===== src/rtl/acorn128_state_reg.sv =====
// ACORN-128 293-bit state register: runs the 1792-step key/IV init, then steps on in_valid&&in_ready; one step per clock, step pulses one cycle later.
// Optional ACORN_KEY_ZEROIZE_EN clears the latched key when INIT completes; upstream is backpressured whenever not READY.
module acorn128_state_reg (
  input  logic         clk,
  input  logic         rst,
  input  logic         start,
  input  logic [127:0] key,
  input  logic [127:0] iv,
  input  logic         f_in,
  input  logic         m_in,
  input  logic         ca_in,
  input  logic         cb_in,
  input  logic         in_valid,
  output logic         in_ready,
  output logic [292:0] state_out,
  output logic         ca_out,
  output logic         cb_out,
  output logic         busy,
  output logic         init_done,
  output logic         step
);

  localparam logic [1:0] IDLE  = 2'd0;
  localparam logic [1:0] INIT  = 2'd1;
  localparam logic [1:0] READY = 2'd2;

  logic [1:0]   st;
  logic [292:0] s;
  logic [10:0]  cnt;
  logic [127:0] key_r;
  logic [127:0] iv_r;
  logic         m_bit;
  logic         do_step;
  logic [292:0] s_next;

  // Every update reads only bits that are modified later in the chain, so all taps use the registered S.
  always_comb begin
    state_out      = s;
    state_out[289] = s[289] ^ s[235] ^ s[230];
    state_out[230] = s[230] ^ s[196] ^ s[193];
    state_out[193] = s[193] ^ s[160] ^ s[154];
    state_out[154] = s[154] ^ s[111] ^ s[107];
    state_out[107] = s[107] ^ s[66]  ^ s[61];
    state_out[61]  = s[61]  ^ s[23]  ^ s[0];
  end

  always_comb begin
    m_bit = 1'b0;
    if (st == INIT) begin
      if (cnt < 11'd128)       m_bit = key_r[cnt[6:0]];
      else if (cnt < 11'd256)  m_bit = iv_r[cnt[6:0]];
      else if (cnt == 11'd256) m_bit = ~key_r[0];
      else                     m_bit = key_r[cnt[6:0]];
    end else if (st == READY) begin
      m_bit = m_in;
    end
  end

  assign in_ready = (st == READY);
  assign busy     = (st == INIT);
  assign ca_out   = (st == INIT) | ((st == READY) & ca_in);
  assign cb_out   = (st == INIT) | ((st == READY) & cb_in);
  assign s_next   = {f_in ^ m_bit, state_out[292:1]};

  // A restart in READY takes priority over a coincident message step.
  assign do_step  = (st == INIT) || ((st == READY) && in_valid && !start);

  always_ff @(posedge clk or posedge rst) begin
    if (rst) begin
      st        <= IDLE;
      s         <= '0;
      cnt       <= '0;
      key_r     <= '0;
      iv_r      <= '0;
      init_done <= 1'b0;
      step      <= 1'b0;
    end else begin
      step      <= do_step;
      init_done <= 1'b0;
      case (st)
        INIT: begin
          s <= s_next;
          if (cnt == 11'd1791) begin
            st        <= READY;
            init_done <= 1'b1;
`ifdef ACORN_KEY_ZEROIZE_EN
            key_r     <= '0;
`endif
          end else begin
            cnt <= cnt + 11'd1;
          end
        end
        IDLE, READY: begin
          if (start) begin
            st    <= INIT;
            s     <= '0;
            cnt   <= '0;
            key_r <= key;
            iv_r  <= iv;
          end else if (do_step) begin
            s <= s_next;
          end
        end
        default: st <= IDLE;
      endcase
    end
  end

endmodule


===== config.mk =====
export PLATFORM = sky130hd
export DESIGN_NAME = acorn128_state_reg
export DESIGN_NICKNAME = d
export VERILOG_FILES = /design/src/rtl/acorn128_state_reg.sv
export SDC_FILE = /design/constraint.sdc
export NUM_CORES = 1
export LEC_CHECK = 0
export BUFFER_PORTS_ARGS = -buffer_cell sky130_fd_sc_hd__buf_2
export CORE_ASPECT_RATIO = 0.6
export CORE_MARGIN = 2
export CORE_UTILIZATION = 27
export DETAILED_ROUTE_END_ITERATION = 10
export PLACE_DENSITY = 0.49
export RECOVER_POWER = 100
export SYNTH_ARGS = -nofsm -noshare
export SYNTH_HDL_FRONTEND = slang
export SYNTH_SLANG_ARGS = --single-unit
export TNS_END_PERCENT = 30

===== constraint.sdc =====
create_clock -name clk -period 29.4 [get_ports clk]
set_input_delay 5.88 -clock clk [delete_from_list [all_inputs] [get_ports clk]]
set_output_delay 5.88 -clock clk [all_outputs]
set_load 0.05 [all_outputs]

==> results of run 1 <==
[cell usage in the layout, fill, tap and decap left out, drive strengths merged, types with 9 or more instances in the layout]
master  count
a22oi      10
buf       275
clkbuf    393
clkinv     16
dfrtp     564
diode      10
inv         9
mux2i      18
mux4       63
nand2    1377
nand3     296
nor2       18
nor2b       9
xnor2      16
[cell type report]
cell class / count / area, um2
fillers: 10400 / 66500
diodes: 10 / 25.0
well taps: 1305 / 1630
inverters: 9 / 35.0
multi-input cells: 1880 / 9120
repair buffers: 589 / 2590
flip-flops and latches: 564 / 14100
clock inverters: 25 / 265
clock buffers: 79 / 1690
[worst max path at each step]
stage | end | slack (ns) | depth (start not counted) | from
floorplan | cnt[0]$_DFFE_PP0P_ | 7.75 | 1 | rst
global placement | cb_out | 17.14 | 4 | cb_in
detailed placement | cb_out | 17.17 | 4 | cb_in
CTS | cb_out | 17.17 | 4 | cb_in
global route | s[142]$_DFFE_PP0P_ | 8.93 | 5 | rst
finish | s[81]$_DFFE_PP0P_ | 11.56 | 5 | rst
[logic make-up (layout without fill, tap and decap cells)]
kind of cell	Yosys count	after routing	share of synthesized area, %
fa+ha+maj	2	2	0.0958
xor+xnor	20	20	0.671
other cells	0	10	0
simple gates	1734	1734	26.8
compound gates	41	41	1.06
mux	83	83	6.22
buf+inv	478	702	11.1
flops	564	564	54.0
[state kept, by name, indices dropped and copies added, names as in the netlist]
| signal | flops |
|---|---|
| cnt | 11 |
| init_done | 1 |
| iv_r | 128 |
| key_r | 128 |
| s | 293 |
| st | 2 |
| step | 1 |
[power by group]
| group | internal [mW] | switching [mW] | total (mW) | leakage (nW) |
|---|---|---|---|---|
| combinational | 0.269 | 0.436 | 0.705 | 6.83 |
| sequential | 0.947 | 0.115 | 1.06 | 7.45 |
| clock | 0.438 | 0.337 | 0.775 | 0.962 |
| total | 1.65 | 0.889 | 2.54 | 15.2 |
[through the flow]
step / worst slack, ns / hold WS (ns) / instances
finish: 11.56 / 0.468 / 4461
global route: 8.93 / 0.490 / 4459
CTS: 17.17 / 0.474 / 4451
detailed placement: 17.17 / 0.458 / 4347
global placement: 17.14 / 0.452 / 4347
floorplan: 7.75 / 0.437 / 2922
[critical path: stages]
cell	delay [ns]
buf_2	0.10
clkinvlp_2	3.20
clkbuf_1	2.61
clkbuf_1	2.79
clkbuf_1	2.85
[layer usage]
layer | wire length [um] | GRT usage (%)
met1 | 38600 | 23.1
met2 | 36300 | 23.8
met5 | 21 | 0
met3 | 3510 | 2.94
met4 | 2030 | 4.69
==> summary.txt, run 1 <==
Logic synthesis
  – #FFs+latches synth: 564
  – Post-synth ARST share: 100%
  – Share of the synthesized area in the top cell type: 54.0%
  – Syn_area_per_cell: 8.94 um2
  – Mapped Nets: 3188
  – Syn Inst Count: 2922
  – Synthesized cell area: 26100 um2
  – Distinct cell type count after synthesis: 49
  – Predominant post-synthesis flop cell: dfrtp_1
  – Post-synth top area cell: dfrtp_1
  – Syn. warnings: 0
  – Post-synth EDFFs: 0
  – Register area share after synthesis: 54.0%
  – Most instantiated library cell after synthesis: nand2_1
  – Top cells by count, synth: 1377 x nand2_1, 564 x dfrtp_1, 296 x nand3_1, 290 x buf_4, 155 x clkbuf_1
  – Top cells by area, synth: dfrtp_1 54%, nand2_1 20%, buf_4 8.3%

GRT
  – Initial antenna violation count: 15
  – Global-route wire length before repair: 123000 um
  – Gr usage total: 15.8%
  – Vias in the first global route: 19400
  – Grt total ovfl: 0
  – Largest net degree at the start of global routing: 218

Worst hold path
  – Worst hold path endpoint: iv_r[45]$_DFFE_PP0P_
  – Hold Startpoint: iv_r[45]$_DFFE_PP0P_
  – Hold Crit Class: reg2reg
  – Hold Path Depth: 2

Clocking
  – Worst-path clk slew: 0.06 ns
  – Post-CTS Setup Bufs: 0
  – CTS tree: yes
  – Clock Sinks: 564
  – Clock Latency Late Sink: 0.64 ns
  – Number of buffers created by CTS: 59
  – CTS root buf: clkbuf_16
  – Post-CTS Resized: 0
  – CTS Hold Buffers Added: 0
  – H-tree depth: 2
  – Clk buf depth: 3

Setup path
  – Startpoint Class: input pin
  – R2R setup slack: 18.39 ns
  – Crit path required time: 29.24 ns
  – Reg2Reg Capture Point: s[284]$_DFFE_PP0P_
  – Kind of critical path: in2async
  – Reg-to-reg startpoint: st[0]$_DFFE_PP0P_
  – Worst path arrival time: 17.68 ns
  – CP endpoint kind: async pin
  – Crit-path max FO: 127
  – R2R depth: 4

Job
  – Max-Cap Viols: 17

Detailed routing
  – Drt pass-1 iters: 5
  – Post-Route WL: 80500 um
  – Remaining antenna violation count after routing: 0
  – DR vias: 19600
  – Via/cell ratio: 4.40
  – DRC Markers: 0
  – DR iter-0 viols: 1480
  – WL/cell: 18.0 um

Cells and area
  – Final #Nets: 3369
  – Layout Utilization: 30.7%
  – Fin area: 29500 um2
  – Synthesis-to-layout area growth: 12.9%
  – Share of cells above drive strength 1: 14.2%

Pwr
  – Power Density: 86.2 nW/um2
  – Peak supply drop: 35.2 uV
  – Total power draw: 2.54 mW
  – Pleak: 15.2 nW

Floorplan
  – I/O pin total: 563
  – Num rows: 88
  – Die Y: 245 um
  – Die width: 405 um
  – DIE AREA: 99300 um2
  – Core area: 96000 um2
  – Initial core utilization: 27.2%

Placement
  – Post-DP HPWL: 53600 um
  – Placed Area: 28000 um2
  – Port bufs: 562
  – Final GP Congestion: 0.800

Timing
  – # setup viols final: 0
  – Slew HR: -571%
  – Final Hold Viols: 0
  – Period utilisation layout: 60.7%
  – Minimum clock period: 17.84 ns
  – Setup tns final: 0 ns
  – RSZ-0062 raised after global routing: false
  – Clock Skew: 0.0292 ns
  – Maximum clock frequency: 56.1 MHz
  – Worst-Margin Slew: 10.07 ns
  – Final Max Slew Viols: 1443

Run status
  – Failing checks: capacitance limit, slew limit
  – Status: finished, violations left
No activity file was read; power rests on OpenSTA's default activity.
==> run 2: changes to the inputs <==
==> constraint.sdc (replaced) <==
create_clock -name clk -period 18.05 [get_ports clk]
set_input_delay 3.61 -clock clk [delete_from_list [all_inputs] [get_ports clk]]
set_output_delay 3.61 -clock clk [all_outputs]
set_load 0.05 [all_outputs]
==> run 2 against run 1 <==
Compared with the run above: the flow still finishes with violations (capacitance limit, slew limit); non-clock buffer count decreased by 1; register-to-register slack lost 9.2 ns; cell count about the same; clock-buffer cell count is 4 higher; clock power grew 54%; total power grew 60%; die area did not move.
==> summary.txt, run 2 (same netlist as run 1, synthesis figures left out) <==
Timing
  – Final Max Slew Viols: 1048 (-27%)
  – Maximum clock frequency: 88.7 MHz
  – Setup tns final: 0 ns (unchanged)
  – Minimum clock period: 11.27 ns
  – Slew HR: -518% (+53 points)
  – # setup viols final: 0 (unchanged)
  – Period utilisation layout: 62.5%
  – Final Hold Viols: 0 (unchanged)
  – Worst-Margin Slew: 9.27 ns (-0.801 ns)
  – Clock Skew: 0.0209 ns (-0.00827 ns)
  – Hold slack: 0.468 ns (-0.000521 ns)
  – RSZ-0062 raised after global routing: false

Floorplan
  – Die Y: 245 um (unchanged)
  – Initial core utilization: 27.2% (unchanged)
  – Core area: 96000 um2 (unchanged)
  – I/O pin total: 563 (unchanged)
  – DIE AREA: 99300 um2 (unchanged)
  – Num rows: 88 (unchanged)
  – Die width: 405 um (unchanged)

Detailed routing
  – DR iter-0 viols: 1459 (-1.4%)
  – WL/cell: 18.1 um (+0.20%)
  – Post-Route WL: 80600 um (+0.13%)
  – Drt pass-1 iters: 5 (unchanged)
  – DRC Markers: 0 (unchanged)
  – Via/cell ratio: 4.39 (-0.14%)
  – DR vias: 19600 (-0.20%)
  – Remaining antenna violation count after routing: 0 (unchanged)

Cells and area
  – Commonest non-fill, non-tap cell in the layout: nand2_1
  – Fill cell count: 10300 (-0.52%)
  – Synthesis-to-layout area growth: 12.4%
  – Share of cells above drive strength 1: 13.8% (-0.37 points)
  – Most frequent cells in the layout: 1377 x nand2_1, 562 x dfrtp_1, 330 x clkbuf_1
  – Footprint of the multi-input gates: 9120 um2 (unchanged)
  – Registers with the most flip-flops: s x293, iv_r x128, key_r x128
  – Layout Cells excl Fill: 4458 (-0.067%)
  – Max reg flops: 293 (unchanged)
  – Final #Nets: 3366 (-0.089%)
  – Register area: 14100 um2 (about the same)
  – Most flop-heavy register: s

Setup path
  – Worst path arrival time: 11.82 ns (-5.86 ns)
  – Crit-path cells: clkbuf_1 -> nand2b_1 -> clkbuf_1 -> clkbuf_1 -> nand3_1 -> nand2_1
  – CP max stage delay: 2.80 ns (-0.40 ns)
  – Critical Path Most Common Cell: clkbuf_1
  – Slowest CP cell: clkbuf_1
  – Crit-path max FO: 83 (-35%)
  – Startpoint Class: input pin
  – Kind of critical path: in2reg
  – R2R setup slack: 9.21 ns (-9.18 ns)
  – Crit path required time: 18.60 ns (-10.64 ns)
  – CP endpoint kind: flip-flop

Placement
  – Final GP Congestion: 0.804 (+0.51%)
  – Post-DP HPWL: 53800 um (+0.41%)
  – Port bufs: 562 (unchanged)
  – Placed cell count: 4346 (-0.023%)

Clocking
  – Clk buf depth: 3 (unchanged)
  – CTS Hold Buffers Added: 0 (unchanged)
  – CTS root buf: clkbuf_16
  – Number of buffers created by CTS: 57 (-3.4%)
  – Post-CTS Resized: 0 (unchanged)
  – Post-CTS Setup Bufs: 0 (unchanged)
  – CTS tree: yes
  – Clock Latency Late Sink: 0.63 ns (about the same)
  – Clock Sinks: 564 (unchanged)
  – H-tree depth: 2 (unchanged)
  – Worst-path clk slew: 0.07 ns (about the same)

Pwr
  – Peak supply drop: 58.5 uV (+66%)
  – Pleak: 15.2 nW (-0.45%)
  – Total power draw: 4.06 mW (+60%)
  – Power Density: 138 nW/um2 (+60%)

Run status
  – Status: finished, violations left
  – Failing checks: capacitance limit, slew limit

GRT
  – Vias in the first global route: 19100 (-1.3%)
  – Initial antenna violation count: 15 (unchanged)
  – Largest net degree at the start of global routing: 220 (+0.92%)
  – Gr usage total: 15.9% (+0.059 points)
  – Grt total ovfl: 0 (unchanged)
  – Global-route wire length before repair: 122000 um (-0.22%)

Job
  – Max-Cap Viols: 15 (-2)

Worst hold path
  – Hold Crit Class: reg2reg
## run 2: cell types whose count changed in the layout (fill, tap and decap cells not counted)
cell and change:
diode_2 -1, buf_12 +3, dfrtp_2 -1, clkinv_2 -3, inv_8 +1, bufinv_16 -2, clkbuf_16 -3, buf_4 -3
clkbuf_8 -3, dfrtp_1 +1, clkbuf_1 +9, clkinv_4 -2, clkinv_8 +1
## run 2: metal layers
layer  wire length (um)  vias to the layer above  track usage, %
met1              39100                     9682            23.8
met4               1920                        6            4.66
li1                   -                     9422               -
met3               3390                      103            2.58
met2              36200                      378            23.4
met5                 43                        -               0
## run 2: worst max-delay path: cells and delay by family
| kind | cells | cell delay, ns |
|---|---|---|
| buf+inv | 3 | 5.55 |
| simple gates | 3 | 2.63 |
## run 2: worst paths after layout
kind	from	end	cells after the start
worst max-delay path	start	s[284]$_DFFE_PP0P_	6
worst min-delay path	key_r[5]$_DFFE_PP0P_	key_r[5]$_DFFE_PP0P_	2
worst max register to register	st[0]$_DFFE_PP0P_	s[284]$_DFFE_PP0P_	5
worst min register to register	key_r[5]$_DFFE_PP0P_	key_r[5]$_DFFE_PP0P_	2
max in group asynchronous	rst	cnt[1]$_DFFE_PP0P_	4
min in group asynchronous	rst	key_r[73]$_DFFE_PP0P_	2
## run 2: where the power goes
group | internal, mW | switching, mW | total (mW)
logic | 0.436 | 0.696 | 1.13
registers | 1.54 | 0.202 | 1.74
clock network | 0.651 | 0.536 | 1.19
total | 2.63 | 1.43 | 4.06
## run 2: area by class of cell
| class | count | share of cell area [%] |
|---|---|---|
| diodes | 9 | 0.0767 |
| clock buffers | 83 | 5.50 |
| clock inverters | 20 | 0.682 |
| inverters | 9 | 0.119 |
| multi-input cells | 1880 | 31.0 |
| flip-flops and latches | 564 | 48.1 |
| well taps | 1305 | 5.56 |
| repair buffers | 588 | 8.93 |
## run 2: metrics by stage
| step | instance area, um2 | utilization (%) | setup slack, ns |
|---|---|---|---|
| floorplan | 26100 | - | 6.76 |
| global placement | 28000 | 29.1 | 10.33 |
| detailed placement | 28000 | 29.1 | 10.37 |
| CTS | 29800 | 31.0 | 10.37 |
| global route | 29400 | 30.6 | 5.58 |
| finish | 29400 | 30.6 | 6.78 |
